===== src/rtl/debounce_sync.sv =====
// debounce_sync: multi-flop synchronizer feeding a stability-qualifying FSM.
// The raw level must hold for STABLE_CYCLES synchronized cycles before db_out
// follows it; shorter excursions are rejected as bounce.
// Optional feature macro: DEBOUNCE_EDGE_EN. When defined, rise_pulse and
// fall_pulse strobe for one cycle on each db_out transition. When undefined,
// both ports are tied to 0.

module debounce_sync #(
    parameter int unsigned SYNC_STAGES   = 2,
    parameter int unsigned STABLE_CYCLES = 1000,
    parameter int unsigned CNT_W         = 16
) (
    input  logic clk,
    input  logic rst,
    input  logic btn_in,
    output logic db_out,
    output logic rise_pulse,
    output logic fall_pulse,
    output logic busy
);

    localparam logic [CNT_W-1:0] CNT_LAST = CNT_W'(STABLE_CYCLES - 1);
    localparam logic [CNT_W-1:0] CNT_ONE  = CNT_W'(1);

    typedef enum logic [1:0] {
        STABLE_LO,
        CHK_HI,
        STABLE_HI,
        CHK_LO
    } state_t;

    logic [SYNC_STAGES-1:0] sync_ff;
    logic                   sync_q;
    state_t                 state;
    logic [CNT_W-1:0]       cnt;

    assign sync_q = sync_ff[SYNC_STAGES-1];

    // Synchronizer chain: btn_in enters at bit 0, the oldest stage drives the FSM.
    always_ff @(posedge clk or posedge rst) begin
        if (rst) begin
            sync_ff <= '0;
        end else begin
            sync_ff <= {sync_ff[SYNC_STAGES-2:0], btn_in};
        end
    end

    // Qualification FSM. db_out and busy are registered alongside the state so
    // they reflect the state entered at this edge. The counter only advances
    // while checking and is cleared on every exit, so it stays within
    // 0..STABLE_CYCLES-1.
    always_ff @(posedge clk or posedge rst) begin
        if (rst) begin
            state  <= STABLE_LO;
            cnt    <= '0;
            db_out <= 1'b0;
            busy   <= 1'b0;
`ifdef DEBOUNCE_EDGE_EN
            rise_pulse <= 1'b0;
            fall_pulse <= 1'b0;
`endif
        end else begin
`ifdef DEBOUNCE_EDGE_EN
            rise_pulse <= 1'b0;
            fall_pulse <= 1'b0;
`endif
            case (state)
                STABLE_LO: begin
                    db_out <= 1'b0;
                    if (sync_q) begin
                        state <= CHK_HI;
                        cnt   <= CNT_ONE;
                        busy  <= 1'b1;
                    end else begin
                        cnt  <= '0;
                        busy <= 1'b0;
                    end
                end

                CHK_HI: begin
                    if (!sync_q) begin
                        state  <= STABLE_LO;
                        cnt    <= '0;
                        busy   <= 1'b0;
                        db_out <= 1'b0;
                    end else if (cnt == CNT_LAST) begin
                        state  <= STABLE_HI;
                        cnt    <= '0;
                        busy   <= 1'b0;
                        db_out <= 1'b1;
`ifdef DEBOUNCE_EDGE_EN
                        rise_pulse <= 1'b1;
`endif
                    end else begin
                        cnt    <= cnt + CNT_ONE;
                        busy   <= 1'b1;
                        db_out <= 1'b0;
                    end
                end

                STABLE_HI: begin
                    db_out <= 1'b1;
                    if (!sync_q) begin
                        state <= CHK_LO;
                        cnt   <= CNT_ONE;
                        busy  <= 1'b1;
                    end else begin
                        cnt  <= '0;
                        busy <= 1'b0;
                    end
                end

                CHK_LO: begin
                    if (sync_q) begin
                        state  <= STABLE_HI;
                        cnt    <= '0;
                        busy   <= 1'b0;
                        db_out <= 1'b1;
                    end else if (cnt == CNT_LAST) begin
                        state  <= STABLE_LO;
                        cnt    <= '0;
                        busy   <= 1'b0;
                        db_out <= 1'b0;
`ifdef DEBOUNCE_EDGE_EN
                        fall_pulse <= 1'b1;
`endif
                    end else begin
                        cnt    <= cnt + CNT_ONE;
                        busy   <= 1'b1;
                        db_out <= 1'b1;
                    end
                end

                default: begin
                    state  <= STABLE_LO;
                    cnt    <= '0;
                    busy   <= 1'b0;
                    db_out <= 1'b0;
                end
            endcase
        end
    end

`ifndef DEBOUNCE_EDGE_EN
    assign rise_pulse = 1'b0;
    assign fall_pulse = 1'b0;
`endif

endmodule


===== config.mk =====
export PLATFORM = sky130hd
export DESIGN_NAME = debounce_sync
export DESIGN_NICKNAME = d
export VERILOG_FILES = /design/src/rtl/debounce_sync.sv
export SDC_FILE = /design/constraint.sdc
export NUM_CORES = 1
export LEC_CHECK = 0
export ABC_AREA = 1
export CAP_MARGIN = 20
export CORE_MARGIN = 2
export CORE_UTILIZATION = 51
export DETAILED_ROUTE_END_ITERATION = 10
export GPL_TIMING_DRIVEN = 0
export PLACE_DENSITY = 0.75
export SLEW_MARGIN = 20
export SYNTH_ARGS = -nofsm -noshare
export SYNTH_HDL_FRONTEND = slang
export SYNTH_SLANG_ARGS = --single-unit

===== constraint.sdc =====
create_clock -name clk -period 1.2 [get_ports clk]
set_input_delay 0.3 -clock clk [delete_from_list [all_inputs] [get_ports clk]]
set_output_delay 0.3 -clock clk [all_outputs]
set_load 0.02 [all_outputs]

[Yosys cells after proc, flatten, opt, wreduce, memory -nomap -nowiden]
Index checks and enable logic that the tools add are counted.
Operators by class
  add/sub/neg operators: 1
  eq/ne operators: 8
  mux-type cells: 23
  reductions and logical operators: 2
Operators by type and width (number)
  16-bit case mux with 4 select lines: 1
  16-bit two-way mux: 3
  16-bit by 1-bit adder with 16-bit output (second input constant): 1
  16-bit by 10-bit equality test with 1-bit output (second input constant): 1
  2-bit two-way mux: 6
  1-bit two-way mux: 10
  1-bit case mux with 4 select lines: 2
  2-bit case mux with 4 select lines: 1
  3-bit inequality test (second input constant): 2
  2-bit equality test (second input constant): 2
  2-bit inequality test (second input constant): 2
  4-bit AND reduction: 1
  2-bit by 1-bit equality test with 1-bit output (second input constant): 1
  2-bit zero test: 1
Word-level totals
  flip-flop bits (word level): 22
  input port bits: 3
  output and inout port bits: 4
  logic and storage cells: 39

[Longest topological paths before layout]
  depth after elaboration: 4
  depth in mapped cells: 8
  gate-level depth less buffers: 8

[Worst setup path after synthesis]
OpenSTA, ideal clock, no wires.
  kind: register -> register
  start: register cnt[0]
  end: register cnt[5]
  setup time: 0.121 ns
  data arrival time: 1.192 ns
  data required time: 1.079 ns
  setup slack: -0.113 ns
  cell stages (with the launch flop): 9
  buffers on the path: 0
  period minus slack after synthesis: 1.313 ns
  cell sequence: dfrtp_1 -> ha_1 -> nand2_1 -> nor2_1 -> nand2_1 -> nor2_2 -> nor2_4 -> inv_4 -> nor2_1
Between the ends
  word-level cells in the longest chain between the ends: 4
  elaborated cells between the ends (all ways): 6
  classes of those cells: add/sub: 1; eq/ne: 1; mux: 4
Ends and longest elaborated chain
  start: declaration: line 35  | logic [CNT_W-1:0] cnt;
  start signal: assignment: line 95  | cnt <= cnt + CNT_ONE;
  start signal: assignment: line 128  | cnt <= cnt + CNT_ONE;
  16-bit by 1-bit adder with 16-bit output / 16-bit by 10-bit equality test with 1-bit output (equally long branches)
  16-bit two-way mux *: line 86, 119
  16-bit two-way mux (on tied branches): line 114, 81
  16-bit case mux with 4 select lines *: line 67  | case (state)
Mark *: on every way between the ends. The rest lies on a longest branch, timed or not.
A chain may end at the register's enable or synchronous reset.

[Worst setup path after layout]
  start: register cnt[7]
  end: register cnt[14]
The elaborated chain is that of the path after synthesis.

==> out/metrics.json <==
{
  "run_status": {"value": "finished, violations left"},
  "violations": {"value": "negative setup slack"},
  "gr-usage-all-layers": {"value": 21.8, "unit": "%"},
  "synthSimpleGateAreaFrac": {"value": 35.9, "unit": "%"},
  "post-route-cell-area": {"value": 0.00139, "unit": "mm^2"},
  "synth-edff-count": {"value": 0},
  "unrepaired_setup_endpoints_after_global_routing": {"value": "yes"},
  "synth_top_cells_by_area": {"value": "sky130_fd_sc_hd__dfrtp_1 (47%), sky130_fd_sc_hd__nand2_1 (16%), sky130_fd_sc_hd__nor2_1 (10%)"},
  "htree_num_levels": {"value": 1},
  "grt_start_max_net_pins": {"value": 23},
  "final.setup.worst_slack": {"value": -138, "unit": "ps"},
  "die_height": {"value": 51.7, "unit": "um"},
  "clkLatencyLatePin": {"value": 310, "unit": "ps"},
  "die-area": {"value": 0.00267, "unit": "mm^2"},
  "drv_cap": {"value": 0},
  "design.final.nets": {"value": 180},
  "worst_r2r_endpoint": {"value": "cnt[14]"},
  "required": {"value": 1420, "unit": "ps"},
  "gp_congestion": {"value": 0.882},
  "cts.clk_slew.worst_paths": {"value": 130, "unit": "ps"},
  "final.min_clock_period": {"value": 1340, "unit": "ps"},
  "tritoncts": {"value": "built"},
  "clock_sink_total": {"value": 22},
  "synth_top_family_by_area": {"value": "simple AND/OR/NAND/NOR gates"},
  "insertedDiodeCount": {"value": 0},
  "ioPinCount": {"value": 7},
  "initial_core_util": {"value": 53.0, "unit": "%"},
  "worstSetupStartpointType": {"value": "flip-flop"},
  "worst_slew_margin_rel": {"value": 44.5, "unit": "%"},
  "number_of_filler_instances_in_the_final_layout": {"value": 188},
  "synthArstFlopShare": {"value": 100, "unit": "%"},
  "skew": {"value": 5.91, "unit": "ps"},
  "worstSetupPathType": {"value": "flip-flop to flip-flop"},
  "place.port_buffers": {"value": 4},
  "worstRegToRegCells": {"value": 7},
  "yosys.cell_count.top_type": {"value": "sky130_fd_sc_hd__nand2_1"},
  "antenna_found_initial": {"value": 0},
  "synth_top_area_share": {"value": 47.4, "unit": "%"},
  "netlist_instances": {"value": 162},
  "timing_max_transition_violations_final": {"value": 0},
  "multi_input_logic_area": {"value": 592, "unit": "um^2"},
  "grt_pass1_vias": {"value": 996},
  "fp.coreArea": {"value": 0.00219, "unit": "mm^2"},
  "synthAdderAreaFrac": {"value": 1.08, "unit": "%"},
  "synth_seq_area_share": {"value": 47.4, "unit": "%"},
  "max_clock_freq": {"value": 0.747, "unit": "GHz"},
  "drt_first_pass_iters": {"value": 5},
  "ctsRootBufferMaster": {"value": "sky130_fd_sc_hd__clkbuf_4"},
  "initialDrtViolationCount": {"value": 45},
  "clock_path_buffers": {"value": 2},
  "synth.ff_latch_count": {"value": 22},
  "critical_path_arrival": {"value": 1550, "unit": "ps"},
  "timing.final.setup_violations": {"value": 20},
  "vias_per_cell": {"value": 5.06},
  "synth_compound_area_share": {"value": 5.60, "unit": "%"},
  "capture_point_of_the_critical_path": {"value": "cnt[14]"},
  "route.antenna.remaining_nets": {"value": 0},
  "pwr_density_cell": {"value": 1020, "unit": "mW/mm^2"},
  "vdd.ir_drop.worst": {"value": 0.880, "unit": "mV"},
  "hpwl": {"value": 1670, "unit": "um"},
  "hold_viol_final": {"value": 0},
  "yosysTopAreaCell": {"value": "sky130_fd_sc_hd__dfrtp_1"},
  "fin_util": {"value": 63.3, "unit": "%"},
  "post-route-drc-count": {"value": 0},
  "std_cell_rows": {"value": 17},
  "wl_per_cell": {"value": 11.9, "unit": "um"},
  "num_vias": {"value": 1028},
  "dpl_cell_area": {"value": 0.00126, "unit": "mm^2"},
  "critPathMaxFanout": {"value": 7},
  "avgSynthCellArea": {"value": 7.17, "unit": "um^2"},
  "yosys_warnings": {"value": 0},
  "pre_cts_slack": {"value": -182, "unit": "ps"},
  "yosys.area_share.xor_xnor": {"value": 0.754, "unit": "%"},
  "hold_class": {"value": "flip-flop to flip-flop"},
  "postSynth.topFlopCell": {"value": "sky130_fd_sc_hd__dfrtp_1"},
  "cts_hold_buf": {"value": 0},
  "p_leak": {"value": 0.639, "unit": "nW"},
  "final_layout_size_suffix_gt1_share": {"value": 19.4, "unit": "%"},
  "grt_first_pass_wirelength": {"value": 4310, "unit": "um"},
  "register_area": {"value": 552, "unit": "um^2"},
  "detail_route.wirelength": {"value": 2410, "unit": "um"},
  "worst-r2r-setup-slack": {"value": -140, "unit": "ps"},
  "area_growth_syn_to_layout": {"value": 19.5, "unit": "%"},
  "synth_cell_types": {"value": 18},
  "timing.rr.start": {"value": "cnt[7]"},
  "grt-ovfl-total": {"value": 0},
  "holdWs": {"value": 364, "unit": "ps"},
  "final.period_utilization": {"value": 112, "unit": "%"},
  "synth.cell_area": {"value": 0.00116, "unit": "mm^2"},
  "number_of_buffers_inserted_during_clock_tree_synthesis": {"value": 3},
  "yosys-mux-area-fraction": {"value": 0, "unit": "%"},
  "die_wd": {"value": 51.7, "unit": "um"},
  "tightest_slew": {"value": 831, "unit": "ps"},
  "crit_path_end_kind": {"value": "flip-flop"},
  "synth_top_cells_by_count": {"value": "sky130_fd_sc_hd__nand2_1 (48), sky130_fd_sc_hd__nor2_1 (32), sky130_fd_sc_hd__dfrtp_1 (22), sky130_fd_sc_hd__inv_1 (22), sky130_fd_sc_hd__nand3_1 (9)"},
  "timing_startpoint_of_the_critical_path": {"value": "cnt[7]"}
}
[per-layer routing]
| metal | part of all wire, % | GRT usage (%) |
|---|---|---|
| met1 | 44 | 27.2 |
| met2 | 51 | 37.6 |
| met3 | 3.2 | 3.45 |
| met4 | 0.96 | 8.77 |
| met5 | 0 | 0 |
[timing repair]
| action | 4_1_cts | 5_1_grt |
|---|---|---|
| setup endpoints to repair | 22 | 20 |
| gates resized for setup | 18 | 7 |
| buffers inserted | 3 | 0 |
| cloned | 1 | 0 |
| pin swaps | 9 | 4 |
[report_power, final]
group	internal, mW	switching (mW)
Clock	0.337	0.232
Combinational	0.0282	0.0519
Sequential	0.752	0.0102
[cells by family (layout without fill, tap and decap cells)]
logic type / count (synthesis) / after routing
simple gates: 100 / 101
buf+inv: 25 / 36
flops: 22 / 22
compound gates: 12 / 12
fa+ha+maj: 1 / 1
other cells: 1 / 2
xor+xnor: 1 / 1
[worst min path at each step]
stage               cells past startpoint  slack [ps]         end  startpoint
floorplan                               1         290   async pin         rst
global placement                        0         340  sync_ff[1]  sync_ff[0]
detailed placement                      0         330  sync_ff[1]  sync_ff[0]
CTS                                     0         370  sync_ff[1]  sync_ff[0]
global route                            0         370  sync_ff[1]  sync_ff[0]
finish                                  0         360  sync_ff[1]  sync_ff[0]
[critical path, stage by stage (launching register included)]
cell                      delay (ps)
sky130_fd_sc_hd__dfrtp_1         420
sky130_fd_sc_hd__nand2_1         130
sky130_fd_sc_hd__nor2_4          170
sky130_fd_sc_hd__nand2_1         120
sky130_fd_sc_hd__nor2_4          180
sky130_fd_sc_hd__nor2_4           80
sky130_fd_sc_hd__inv_4           100
sky130_fd_sc_hd__nor2_1           50
[cells in the final DEF, fill, tap and decap left out, types with 3 or more instances in the layout]
| master | count |
|---|---|
| sky130_fd_sc_hd__inv_1 | 22 |
| sky130_fd_sc_hd__dfrtp_1 | 21 |
| sky130_fd_sc_hd__clkbuf_4 | 3 |
| sky130_fd_sc_hd__nand2_2 | 4 |
| sky130_fd_sc_hd__nor2_4 | 5 |
| sky130_fd_sc_hd__nor2_2 | 7 |
| sky130_fd_sc_hd__nand4_1 | 3 |
| sky130_fd_sc_hd__buf_4 | 5 |
| sky130_fd_sc_hd__nand2_1 | 43 |
| sky130_fd_sc_hd__o21ai_0 | 7 |
| sky130_fd_sc_hd__nand3_1 | 9 |
| sky130_fd_sc_hd__nor2_1 | 25 |
[final cells by class]
type	instances	share of cell area, %
Timing Repair Buffer	7	3.79
Tap cell	28	2.52
Buffer	2	1.08
Clock buffer	3	1.62
Sequential cell	22	39.8
Inverter	23	6.40
Clock inverter	1	2.16
Multi-Input combinational cell	117	42.7
[registers in the layout, summed over array words and instances (netlist names), named ones only]
register,cells
busy,1
cnt,16
db_out,1
state,1
sync_ff,2
[stage by stage]
stage | TNS [ps] | instances | total power, mW
after floorplan | 0 | 163 | 0.830
after global placement | -5230 | 195 | 0.851
after detailed placement | -6620 | 195 | 0.853
after CTS | -2280 | 203 | 1.42
after global routing | -3860 | 203 | 1.46
final | -2090 | 203 | 1.41
No activity file was read; power rests on OpenSTA's default activity.
